File: src/rtl/value_selector.sv
// rtl/value_selector.sv - debounced button to bounded up/down value selector
// Optional hold-to-repeat stepping is compiled in with VALUE_SELECTOR_AUTOREPEAT_EN.
module value_selector #(
  parameter int WIDTH           = 3,
  parameter int MAX_VAL         = 5,
  parameter int WRAP            = 1,
  parameter int DEBOUNCE_CYCLES = 16,
  parameter int REPEAT_DELAY    = 500,
  parameter int REPEAT_PERIOD   = 100
) (
  input  logic             clk,
  input  logic             rst_n,
  input  logic             btn,
  input  logic             dir,
  output logic [WIDTH-1:0] value,
  output logic             step,
  output logic             at_limit
);

  localparam int DW = $clog2(DEBOUNCE_CYCLES + 1);
  localparam logic [DW-1:0] DB_LAST = DW'(DEBOUNCE_CYCLES - 1);
  localparam logic [WIDTH-1:0] MAX = WIDTH'(MAX_VAL);

  logic          btn_s1, btn_s2, dir_s1, dir_s2;
  logic [DW-1:0] db_cnt;
  logic          db, db_q;
  logic          rise, req;

  always_ff @(posedge clk or negedge rst_n) begin
    if (!rst_n) begin
      btn_s1 <= 1'b0;
      btn_s2 <= 1'b0;
      dir_s1 <= 1'b0;
      dir_s2 <= 1'b0;
    end else begin
      btn_s1 <= btn;
      btn_s2 <= btn_s1;
      dir_s1 <= dir;
      dir_s2 <= dir_s1;
    end
  end

  // The counter only advances while the synced level disagrees with db.
  always_ff @(posedge clk or negedge rst_n) begin
    if (!rst_n) begin
      db_cnt <= '0;
      db     <= 1'b0;
      db_q   <= 1'b0;
    end else begin
      db_q <= db;
      if (btn_s2 == db) begin
        db_cnt <= '0;
      end else if (db_cnt == DB_LAST) begin
        db_cnt <= '0;
        db     <= btn_s2;
      end else begin
        db_cnt <= db_cnt + DW'(1);
      end
    end
  end

  assign rise = db & ~db_q;

`ifdef VALUE_SELECTOR_AUTOREPEAT_EN
  localparam int HOLD_MAX = (REPEAT_DELAY > REPEAT_PERIOD) ? REPEAT_DELAY : REPEAT_PERIOD;
  localparam int HW = $clog2(HOLD_MAX + 1);

  logic [HW-1:0] hold_cnt;
  logic [HW-1:0] hold_target;
  logic          repeating;
  logic          rep_req;

  // hold_cnt is the number of cycles since the last step request of this hold.
  assign hold_target = repeating ? HW'(REPEAT_PERIOD) : HW'(REPEAT_DELAY);
  assign rep_req     = db & db_q & (hold_cnt == hold_target);

  always_ff @(posedge clk or negedge rst_n) begin
    if (!rst_n) begin
      hold_cnt  <= '0;
      repeating <= 1'b0;
    end else if (!db) begin
      hold_cnt  <= '0;
      repeating <= 1'b0;
    end else if (rise) begin
      hold_cnt  <= HW'(1);
      repeating <= 1'b0;
    end else if (rep_req) begin
      hold_cnt  <= HW'(1);
      repeating <= 1'b1;
    end else begin
      hold_cnt <= hold_cnt + HW'(1);
    end
  end

  assign req = rise | rep_req;
`else
  logic unused_cfg;
  assign unused_cfg = ^{32'(REPEAT_DELAY), 32'(REPEAT_PERIOD)};
  assign req = rise;
`endif

  logic [WIDTH-1:0] value_nxt;
  logic             step_nxt, limit_nxt;

  // Limits are tested before the +/-1 so the arithmetic never overflows WIDTH.
  always_comb begin
    value_nxt = value;
    step_nxt  = 1'b0;
    limit_nxt = 1'b0;
    if (value > MAX) begin
      value_nxt = '0;
    end else if (req) begin
      step_nxt = 1'b1;
      if (dir_s2) begin
        if (value < MAX) begin
          value_nxt = value + WIDTH'(1);
        end else begin
          limit_nxt = 1'b1;
          if (WRAP != 0) value_nxt = '0;
        end
      end else begin
        if (value > '0) begin
          value_nxt = value - WIDTH'(1);
        end else begin
          limit_nxt = 1'b1;
          if (WRAP != 0) value_nxt = MAX;
        end
      end
    end
  end

  always_ff @(posedge clk or negedge rst_n) begin
    if (!rst_n) begin
      value    <= '0;
      step     <= 1'b0;
      at_limit <= 1'b0;
    end else begin
      value    <= value_nxt;
      step     <= step_nxt;
      at_limit <= limit_nxt;
    end
  end

endmodule

File: config.mk
export PLATFORM = sky130hd
export DESIGN_NAME = value_selector
export DESIGN_NICKNAME = d
export VERILOG_FILES = /design/src/rtl/value_selector.sv
export SDC_FILE = /design/constraint.sdc
export NUM_CORES = 1
export LEC_CHECK = 0
export ABC_AREA = 1
export CORE_ASPECT_RATIO = 0.9
export CORE_MARGIN = 2
export CORE_UTILIZATION = 30
export DETAILED_ROUTE_END_ITERATION = 7
export PLACE_DENSITY = 0.5
export SETUP_SLACK_MARGIN = 0.02
export SKIP_CTS_REPAIR_TIMING = 1
export SYNTH_ARGS = -nofsm -noshare
export SYNTH_HDL_FRONTEND = slang
export SYNTH_SLANG_ARGS = --single-unit
File: constraint.sdc
create_clock -name clk -period 2.53 [get_ports clk]
set_clock_uncertainty 0.2 [all_clocks]
set_input_delay 0.3795 -clock clk [delete_from_list [all_inputs] [get_ports clk]]
set_output_delay 0.3795 -clock clk [all_outputs]
set_load 0.05 [all_outputs]
Word level (Yosys, flattened, before mapping)
Cells that the tools add are included.
{"block": "op_classes", "addsub": 3, "order_cmp": 3, "eq_ne": 2, "muxes": 14, "bitwise_logic": 3, "reduce_logical": 2}
{"op": "3-bit two-way mux", "n": 5}
{"op": "5-bit two-way mux", "n": 2}
{"op": "1-bit two-way mux", "n": 7}
{"op": "5-bit by 1-bit adder with 5-bit output, second input constant", "n": 1}
{"op": "5-bit by 4-bit equality test with 1-bit output, second input constant", "n": 1}
{"op": "3-bit by 1-bit adder with 3-bit output, second input constant", "n": 1}
{"op": "3-bit by 1-bit > comparator with 1-bit output, second input constant", "n": 1}
{"op": "3-bit > comparator, second input constant", "n": 1}
{"op": "3-bit < comparator, second input constant", "n": 1}
{"op": "3-bit by 1-bit subtractor with 3-bit output, second input constant", "n": 1}
{"op": "1-bit NOT", "n": 2}
{"op": "2-bit AND reduction", "n": 1}
{"op": "2-bit nonzero test", "n": 1}
{"op": "1-bit bitwise AND", "n": 1}
{"op": "1-bit equality test", "n": 1}
{"block": "word_totals", "ff_bits": 16, "in_bits": 4, "out_inout_bits": 5, "word_cells": 37}

Logic depth before layout (Yosys ltp)
{"block": "depth", "depth_word": 5, "mapped_depth": 9, "ltp_nobuf": 9}

Least setup slack after synthesis
OpenSTA, ideal clock, no wires.
{"block": "synth_timing", "path_kind": "flip-flop to flip-flop", "startpoint": "reg value[1]", "endpoint": "reg value[2]", "setup_time_ps": 118, "t_arrival_ps": 1422, "t_required_ps": 2212, "setup_slack_ps": 790, "path_stages_with_launch": 8, "path_buffers": 0, "synth_period_minus_slack_ps": 1740, "path_cell_list": "dfrtp_1 inv_1 ha_1 nand3b_1 nand2_1 inv_2 nand2_1 nand2_1"}
{"block": "synth_between", "elab_chain_len": 5, "word_cells_on_any_way": 11, "cone_classes": "2 x add/sub; 3 x order compare; 5 x mux; 1 x reduce/logical"}
{"element": "from (decl)", "line_no": "15", "rtl": "output logic [WIDTH-1:0] value,"}
{"element": "from (signal assigned)", "line_no": "138", "rtl": "value <= value_nxt;"}
{"element": "3-bit by 1-bit subtractor with 3-bit output, or another cell as far along", "line_no": "123", "rtl": "value_nxt = value - WIDTH'(1);"}
{"element": "3-bit two-way mux, on equally long branches", "line_no": "122, 115"}
{"element": "3-bit two-way mux", "line_no": "114", "rtl": "if (dir_s2) begin"}
{"element": "3-bit two-way mux", "line_no": "112", "rtl": "end else if (req) begin"}
{"element": "3-bit two-way mux", "line_no": "110", "rtl": "if (value > MAX) begin"}
Several ways; a longest one is shown, not always the timed one. The select of a mux whose other input is x is not followed.
A chain may end at the register's enable or synchronous reset.

Final worst setup path
{"block": "layout_timing", "startpoint": "reg value[2]", "endpoint": "out value[2]"}
No word-level cell between the ends.

==> qor.yml <==
floorplan:
  rows: 17
  start_util_pct: 30.97
  die_width_um: 56.51
  die-height_um: 51.26
  io_pins: 9
  die_area_sq_um: 2897
  core_sq_um: 2404
synth:
  yosysWarnings: 0
  synth_edf_count: 0
  synth_ff_type: "dfrtp_1"
  yosys.area.top_type: "dfrtp_1"
  synth_area_per_cell_sq_um: 8.758
  synthArstFlopShare_pct: 100.0
  syn_nets: 94
  synth_cell_type_count: 18
  synth_most_common_cell: "nand2_1"
  synth_top_area_share_pct: 53.78
  synthCells: 85
  ys_top_cells_by_count: "nand2_1 (25), dfrtp_1 (16), nor2_1 (11)"
  ys_ff_latch: 16
  yosysSeqAreaShare_pct: 53.78
  synth_area_leaders: "dfrtp_1 (54%), nand2_1 (13%), ha_1 (8.4%)"
  syn_area_sq_um: 744.5
timing:
  rsz0062_at_grt: "no"
  finalHoldViolCount: 0
  maxSlewViolCount: 0
  relSlewSlack_pct: 52.02
  max_clock_freq_ghz: 0.4618
  tns_ps: 0
  timing.final.crit_share_pct: 85.59
  fin_crit_ps: 2165
  setup_viol: 0
  worst_slew_pin_slew_ps: 717.5
drt:
  drt-met1-wl_um: 615
  vias_per_cell: 4.288
  routed-wl-met3_um: 60
  first_iter_violations: 8
  top_layer: "met4"
  via_count: 536
  wl_mm: 1.222
  ant_nets: 0
  drt_pre_antenna_iters: 4
  remaining_drc_errors: 0
  wl_met2_um: 534
  wl_per_cell_um: 9.776
clock_tree:
  cts_buffers: 3
  clk_pin_slew_worst_paths_ps: 90
  ctsLongestPathBuffers: 2
  htree_levels: 1
  clock_latency_ps: 280
  root_buffer: "clkbuf_4"
  tritoncts: "yes"
  clock-sinks: 16
setup_path:
  cp.buffers_inverters: 1
  cp_max_fo: 7
  end_kind: "output pin"
  worstPathCellList: "clkdlybuf4s50_1"
  critical_path_class: "reg -> out"
  worstPathArrival_ps: 1590
  critPathSlowestCell: "clkdlybuf4s50_1"
  slowest_delay_ps: 840
  critical-path-top-delay-family: "buffers and inverters"
  startpoint_type: "register"
  required_ps: 1950
power_and_ir_drop:
  power_density_nw_per_um2: 529.6
  ir_drop_mv: 0.3475
  p_leak_nw: 0.4545
worst_hold_path:
  hp-class: "reg -> reg"
finish:
  syn2layout_area_growth_pct: 20.34
  final_util_pct: 37.27
  drive_gt1_share_pct: 11.34
  final_nets: 107
  n_antenna_cell: 0
global_routing:
  antenna_found_initial: 0
  grt_max_degree: 17
  gr-total-overflow: 0
  grt_pass1_wl_mm: 2.256
  grt_pass1_vias: 533
  groute.usage.overall_pct: 10.29
status:
  status: "completed"
place:
  dp_hpwl_um: 921.5
  io_buffers: 8
  place_congestion: 0.7340
run:
  cap_viol_max_count: 0
==> metal layers <==
layer | GRT usage, % | vias to the layer above
met1 | 12.30 | 243
met2 | 17.05 | 10
met4 | 2.381 | 0
li1 | - | 281
met3 | 4.557 | 2
met5 | 0 | -
==> path summary, 6_finish.rpt <==
path | slack, ps | to | startpoint | depth (start not counted)
setup / recovery | 360 | value[2] | value[2]$_DFFE_PN0P_ | 1
hold / removal | 160 | btn_s2$_DFF_PN0_ | btn_s1$_DFF_PN0_ | 0
setup reg to reg | 1050 | value[2]$_DFFE_PN0P_ | value[1]$_DFFE_PN0P_ | 7
hold reg to reg | 160 | btn_s2$_DFF_PN0_ | btn_s1$_DFF_PN0_ | 0
max in group asynchronous | 1360 | value[0]$_DFFE_PN0P_ | rst_n | 1
min in group asynchronous | 320 | db_cnt[2]$_DFF_PN0_ | rst_n | 1
==> area by class of cell <==
cell class                      instances  area [sq um]
Fill cell                             251          1508
Sequential cell                        16         400.4
Multi-Input combinational cell         57         299.0
Timing Repair Buffer                    8         80.08
Inverter                               12         45.04
Clock buffer                            4         36.28
Tap cell                               28         35.03
==> layout by cell type (no fill, tap or decap) <==
| master | n |
|---|---|
| ha_1 | 5 |
| o211ai_1 | 1 |
| inv_2 | 3 |
| clkdlybuf4s50_1 | 8 |
| inv_1 | 9 |
| nand3b_1 | 1 |
| nor2_1 | 11 |
| o21ai_0 | 1 |
| xnor2_1 | 1 |
| nand2_1 | 25 |
| nor3_1 | 1 |
| dfrtp_1 | 16 |
| nor3b_1 | 1 |
| nand2_2 | 3 |
| clkbuf_4 | 3 |
| clkbuf_8 | 1 |
| a21oi_1 | 2 |
| nand2b_1 | 1 |
| nand3_1 | 2 |
| xor2_1 | 1 |
| nor2_2 | 1 |
==> power breakdown <==
part / internal, mW / switching, mW / leakage (nW)
Combinational: 0.0158 / 0.0235 / 0.222
Sequential: 0.264 / 0.00653 / 0.212
Clock: 0.0876 / 0.0772 / 0.0210
Total: 0.367 / 0.107 / 0.455
==> stage by stage <==
step	area, sq um	cells	total power, mW	hold WS, ps	setup WS [ps]
3_3_place_gp	859.6	121	0.3148	134.2	702.1
4_1_cts	895.9	125	0.4861	157.9	346.0
3_5_place_dp	859.6	121	0.3155	135.8	676.7
2_1_floorplan	744.5	85	0.2987	-116.1	789.6
5_1_grt	895.9	125	0.5009	174.0	305.1
6_report	895.9	125	0.4744	156.8	364.6
==> flip-flops by register name (all words and copies together) (netlist names) <==
name and count:
db 1, db_cnt 5, btn_s2 1, db_q 1
dir_s1 1, step 1, value 3, at_limit 1
btn_s1 1, dir_s2 1
==> kinds of logic (layout without fill, tap and decap cells) <==
kind of cell    count (synthesis)  after routing  synth area share, %
simple gates                   46             46                26.39
flops                          16             16                53.78
fa+ha+maj                       5              5                8.403
buf+inv                        12             24                6.050
compound gates                  4              4                3.025
xor+xnor                        2              2                2.353
Note: power is estimated with default switching activity, not from simulation.
